File: src/rtl/seq_restoring_divider_pkg.sv
// Shared definitions for the iterative restoring divider: FSM state encoding
// and the group width of the borrow-lookahead subtractor.
package seq_restoring_divider_pkg;

    typedef enum logic [1:0] {
        ST_IDLE = 2'd0,
        ST_CALC = 2'd1,
        ST_DONE = 2'd2
    } state_t;

    localparam int GROUP_W = 4;

endpackage

File: src/rtl/seq_restoring_divider_sub.sv
// Combinational N-bit subtractor diff = a - b - borrow_in with borrow lookahead
// over 4-bit groups; borrow_out set when the result underflows.
module borrow_lookahead_sub
    import seq_restoring_divider_pkg::*;
#(
    parameter int N = 9
) (
    output logic [N-1:0] diff,
    output logic         borrow_out,
    input  logic [N-1:0] a,
    input  logic [N-1:0] b,
    input  logic         borrow_in
);

    localparam int NG = (N + GROUP_W - 1) / GROUP_W;

    logic [N-1:0] w_g;
    logic [N-1:0] w_p;
    logic [N-1:0] w_bin;
    logic         w_bout;

    // Borrow generated where a=0,b=1; an incoming borrow passes where a==b.
    assign w_g = ~a & b;
    assign w_p = ~(a ^ b);

    // Each bit's borrow-in is the group prefix generate OR prefix propagate AND
    // the group borrow-in, so no bit waits on its lower neighbour's borrow.
    always_comb begin
        logic c, gg, gp;
        w_bin = '0;
        c     = borrow_in;
        gg    = 1'b0;
        gp    = 1'b1;
        for (int gi = 0; gi < NG; gi++) begin
            gg = 1'b0;
            gp = 1'b1;
            for (int j = 0; j < GROUP_W; j++) begin
                if (gi * GROUP_W + j < N) begin
                    w_bin[gi*GROUP_W+j] = gg | (gp & c);
                    gg = w_g[gi*GROUP_W+j] | (w_p[gi*GROUP_W+j] & gg);
                    gp = gp & w_p[gi*GROUP_W+j];
                end
            end
            c = gg | (gp & c);
        end
        w_bout = c;
    end

    assign diff       = a ^ b ^ w_bin;
    assign borrow_out = w_bout;

endmodule

File: src/rtl/seq_restoring_divider.sv
// Iterative unsigned restoring divider, one quotient bit per clock, MSB first,
// with valid/ready handshakes on input and result.
module seq_restoring_divider
    import seq_restoring_divider_pkg::*;
#(
    parameter int WIDTH = 8
) (
    input  logic             clk,
    input  logic             rst,
    input  logic             in_valid,
    output logic             in_ready,
    input  logic [WIDTH-1:0] dividend,
    input  logic [WIDTH-1:0] divisor,
    output logic             out_valid,
    input  logic             out_ready,
    output logic [WIDTH-1:0] quotient,
    output logic [WIDTH-1:0] remainder,
    output logic             div_by_zero
);

    localparam int CNT_W = (WIDTH > 2) ? $clog2(WIDTH) : 1;

    state_t           r_state;
    logic [CNT_W-1:0] r_cnt;
    logic [WIDTH-1:0] r_dvd;
    logic [WIDTH-1:0] r_dvs;
    logic [WIDTH:0]   r_p;
    logic [WIDTH-1:0] r_qsh;
    logic             r_dbz;
    logic             r_valid;
    logic [WIDTH-1:0] r_quot;
    logic [WIDTH-1:0] r_rem;
    logic             r_dbz_out;

    logic [WIDTH:0]   w_pshift;
    logic [WIDTH:0]   w_diff;
    logic [WIDTH:0]   w_next_p;
    logic             w_borrow;
    logic             w_unused_pmsb;

    assign w_pshift = {r_p[WIDTH-1:0], r_dvd[WIDTH-1]};
    assign w_next_p = w_borrow ? w_pshift : w_diff;
    // After a restoring step P < divisor, so its top bit never feeds the next shift.
    assign w_unused_pmsb = r_p[WIDTH];

    borrow_lookahead_sub #(.N(WIDTH + 1)) u_sub (
        .diff       (w_diff),
        .borrow_out (w_borrow),
        .a          (w_pshift),
        .b          ({1'b0, r_dvs}),
        .borrow_in  (1'b0)
    );

    always_ff @(posedge clk) begin
        if (rst) begin
            r_state   <= ST_IDLE;
            r_cnt     <= '0;
            r_dvd     <= '0;
            r_dvs     <= '0;
            r_p       <= '0;
            r_qsh     <= '0;
            r_dbz     <= 1'b0;
            r_valid   <= 1'b0;
            r_quot    <= '0;
            r_rem     <= '0;
            r_dbz_out <= 1'b0;
        end else begin
            case (r_state)
                ST_IDLE: begin
                    if (in_valid) begin
                        r_dvd <= dividend;
                        r_dvs <= divisor;
                        r_p   <= '0;
                        r_cnt <= '0;
                        if (divisor == '0) begin
                            r_dbz   <= 1'b1;
                            r_qsh   <= '1;
                            r_state <= ST_DONE;
                        end else begin
                            r_dbz   <= 1'b0;
                            r_qsh   <= '0;
                            r_state <= ST_CALC;
                        end
                    end
                end
                ST_CALC: begin
                    r_p   <= w_next_p;
                    r_dvd <= {r_dvd[WIDTH-2:0], 1'b0};
                    r_qsh <= {r_qsh[WIDTH-2:0], ~w_borrow};
                    r_cnt <= r_cnt + 1'b1;
                    if (r_cnt == CNT_W'(WIDTH - 1)) begin
                        r_state <= ST_DONE;
                    end
                end
                ST_DONE: begin
                    // First DONE cycle loads the result; later ones wait for the consumer.
                    if (!r_valid) begin
                        r_valid   <= 1'b1;
                        r_quot    <= r_qsh;
                        r_rem     <= r_dbz ? r_dvd : r_p[WIDTH-1:0];
                        r_dbz_out <= r_dbz;
                    end else if (out_ready) begin
                        r_valid <= 1'b0;
                        r_state <= ST_IDLE;
                    end
                end
                default: begin
                    r_state <= ST_IDLE;
                end
            endcase
        end
    end

    assign in_ready    = (r_state == ST_IDLE) & ~rst;
    assign out_valid   = r_valid;
    assign quotient    = r_quot;
    assign remainder   = r_rem;
    assign div_by_zero = r_dbz_out;

endmodule

File: config.mk
export PLATFORM = sky130hd
export DESIGN_NAME = seq_restoring_divider
export DESIGN_NICKNAME = d
export VERILOG_FILES = /design/src/rtl/seq_restoring_divider_pkg.sv /design/src/rtl/seq_restoring_divider_sub.sv /design/src/rtl/seq_restoring_divider.sv
export SDC_FILE = /design/constraint.sdc
export NUM_CORES = 1
export LEC_CHECK = 0
export CORE_MARGIN = 2
export CORE_UTILIZATION = 57
export CTS_CLUSTER_SIZE = 40
export DETAILED_ROUTE_END_ITERATION = 7
export PLACE_DENSITY_LB_ADDON = 0.1
export SETUP_SLACK_MARGIN = 0.3
export SYNTH_ARGS = -nofsm -noshare
export SYNTH_HDL_FRONTEND = slang
export SYNTH_SLANG_ARGS = --single-unit
File: constraint.sdc
create_clock -name clk -period 6.59 [get_ports clk]
set_input_delay 1.318 -clock clk [delete_from_list [all_inputs] [get_ports clk]]
set_output_delay 1.318 -clock clk [all_outputs]
set_load 0.02 [all_outputs]
==> flow_summary.json <==
{
  "status": "finished, final reports clean",
  "fin_nets": 364,
  "mostFrequentLayoutCell": "nand2_1",
  "fin_tns_setup_ps": 0,
  "place_congestion": 0.8211,
  "wl_mm": 5.283,
  "io_pins": 39,
  "core_um2": 4354,
  "multi_input_area_um2": 1311,
  "slew_viol_final": 0,
  "grt_pass1_vias": 1960,
  "leakage_nw": 1.051,
  "pwr_density_cell_nw_per_um2": 221.0,
  "power.switching_w": 0.0001874,
  "p_int_w": 0.0004807,
  "worst_pin_slew_ps": 943.6,
  "port-buffer-count": 38,
  "rrSetupSlack_ps": 3500,
  "diodes": 0,
  "synth_top_area_share_pct": 43.66,
  "first_pass_iters": 4,
  "worst-path-max-fanout": 53,
  "cts_hold_buf": 0,
  "fillers": 376,
  "place_hpwl_mm": 3.626,
  "finalCritPeriodShare_pct": 64.10,
  "clock_power_share_pct": 27.0,
  "cts_sinks": 56,
  "max-cap-violations": 0,
  "mostFrequentLayoutCells": "nand2_1, dfxtp_1, clkdlybuf4s50_1, a21oi_1, nor2_1",
  "hold_path.class": "reg -> reg",
  "cts_tree": "built",
  "pwr-share-comb_pct": 18.5,
  "required_ps": 5270,
  "seqPwrFrac_pct": 54.5,
  "path_cells": "clkdlybuf4s50_1 -> buf_4 -> nor3_1 -> clkdlybuf4s50_1",
  "slowest_delay_ps": 560,
  "antenna_found_initial": 0,
  "register_area_um2": 1121,
  "finClkSkew_ps": 11.98,
  "postCtsSetupBuffers": 0,
  "crit_arrival_ps": 2910,
  "syn-instance-count": 306,
  "clk_latency_ps": 310,
  "cts_resized": 0,
  "synth_nets": 337,
  "die_width_um": 71.12,
  "synth_area_leaders": "dfxtp_1, nand2_1, mux2i_1",
  "route.detailed.drc": 0,
  "clk_path_buf_depth": 2,
  "critPathLaunchType": "primary input",
  "total_power_w": 0.0006681,
  "setup_violations": 0,
  "grtUsageTotal_pct": 22.96,
  "ys_seq_elements": 56,
  "yosysWarnings": 0,
  "initial_utilization_pct": 58.97,
  "worstSetupPathType": "in -> out",
  "clk_pin_slew_ps": 100,
  "avgViaCountPerCell": 5.551,
  "finalHoldViolCount": 0,
  "rsz0062_at_grt": "false",
  "synth.avg_cell_area_um2": 8.390,
  "wl_per_cell_um": 13.72,
  "place_inst": 378,
  "ir_worst_vdd_uv": 139.2,
  "vias": 2137,
  "htree_levels": 2,
  "synth_seq_area_share_pct": 43.66,
  "synthToLayoutAreaGrowth_pct": 17.74,
  "synth_cell_type_count": 31,
  "stdcell_count": 385,
  "rows": 24,
  "drive_gt1_share_pct": 4.505,
  "slew_headroom_pct": 36.94,
  "dieArea_um2": 5057,
  "grt_overflow": 0,
  "synth_area_um2": 2567,
  "drtIter0Drc": 187,
  "cts_root_buffer": "clkbuf_8",
  "cpMaxStageDelayCell": "clkdlybuf4s50_1",
  "swShare_pct": 28.04,
  "synth_area_leader_cell": "dfxtp_1",
  "final_util_pct": 69.43,
  "grt_pass1_wl_mm": 9.149,
  "ant_nets": 0,
  "cp_common_cell": "clkdlybuf4s50_1",
  "die_h_um": 71.12,
  "end_kind": "output port",
  "grt_max_degree": 54,
  "numCtsBuffers": 5,
  "fmax_ghz": 0.2367,
  "min_period_ps": 4225
}
[power by group through the flow]
stage / registers, W / clock network, W / logic (W)
detailed placement: 0.000372 / 0 / 0.000123
global placement: 0.000372 / 0 / 0.000119
CTS: 0.000364 / 0.000183 / 0.000123
finish: 0.000364 / 0.000180 / 0.000123
global route: 0.000366 / 0.000195 / 0.000139
floorplan: 0.000369 / 0 / 0.0000931
[per-layer routing]
metal | global-route usage [%] | vias to the layer above | share of wire (%)
li1 | - | 1103 | -
met1 | 31.56 | 973 | 48
met2 | 35.31 | 50 | 46
met3 | 4.986 | 11 | 4.2
met4 | 9.224 | 0 | 2.2
met5 | 0 | - | 0
[final cells by class]
cell class	count	area share, %
Tap cell	52	2.152
Sequential cell	56	37.09
Inverter	12	1.490
Clock buffer	6	2.401
Clock inverter	1	0.1656
Multi-Input combinational cell	217	43.38
Timing Repair Buffer	41	13.33
[flip-flops by register name, indices dropped and copies added, names as in the netlist]
signal       count
div_by_zero      1
quotient         8
out_valid        1
r_state          2
r_qsh            8
r_dbz            1
r_dvs            8
r_p              8
r_cnt            3
r_dvd            8
remainder        8
[synthesized netlist by cell type, drive strengths merged]
library cell	number
a31oi	9
o31a	1
clkbuf	9
inv	12
o21ai	2
o31ai	3
nand2	69
nand2b	2
fa	4
and2	1
a311oi	8
nor2b	5
a211oi	11
or4	2
nand3	14
a22o	3
a21oi	24
o311ai	1
ha	7
buf	12
or2	2
nor3	7
nor2	24
o21a	3
xor2	1
dfxtp	56
mux2i	14
[path summary, 6_finish.rpt]
| kind | end | cells after the start | from |
|---|---|---|---|
| min | quotient[0] | 2 | quotient[0] |
| max | in_ready | 4 | rst |
| max reg2reg | r_p[3] | 11 | r_dvd[7] |
| min reg2reg | quotient[0] | 2 | quotient[0] |
[per-stage QoR]
stage / setup slack [ps] / instance area, µm² / hold WS, ps
floorplan: 3153 / 2567 / 432.1
CTS: 2382 / 3023 / 461.9
finish: 2366 / 3023 / 457.8
global placement: 2409 / 2945 / 443.2
detailed placement: 2385 / 2945 / 448.1
global route: 2287 / 3023 / 477.5
[worst max-delay path, delay by kind of cell]
kind	cells	cell delay, ps
buffers and inverters	3	1460
and+or+nand+nor	1	100
[cell families after synthesis]
group	after synthesis	share of synthesized area (%)
AOI/OAI and AO/OA	65	17.54
xor gates and xnor gates	1	0.3412
adders and majority gates	11	6.530
buffers and inverters	33	5.263
DFF	56	43.66
muxes	14	5.458
and+or+nand+nor	126	21.20
Note: power is estimated with default switching activity, not from simulation.
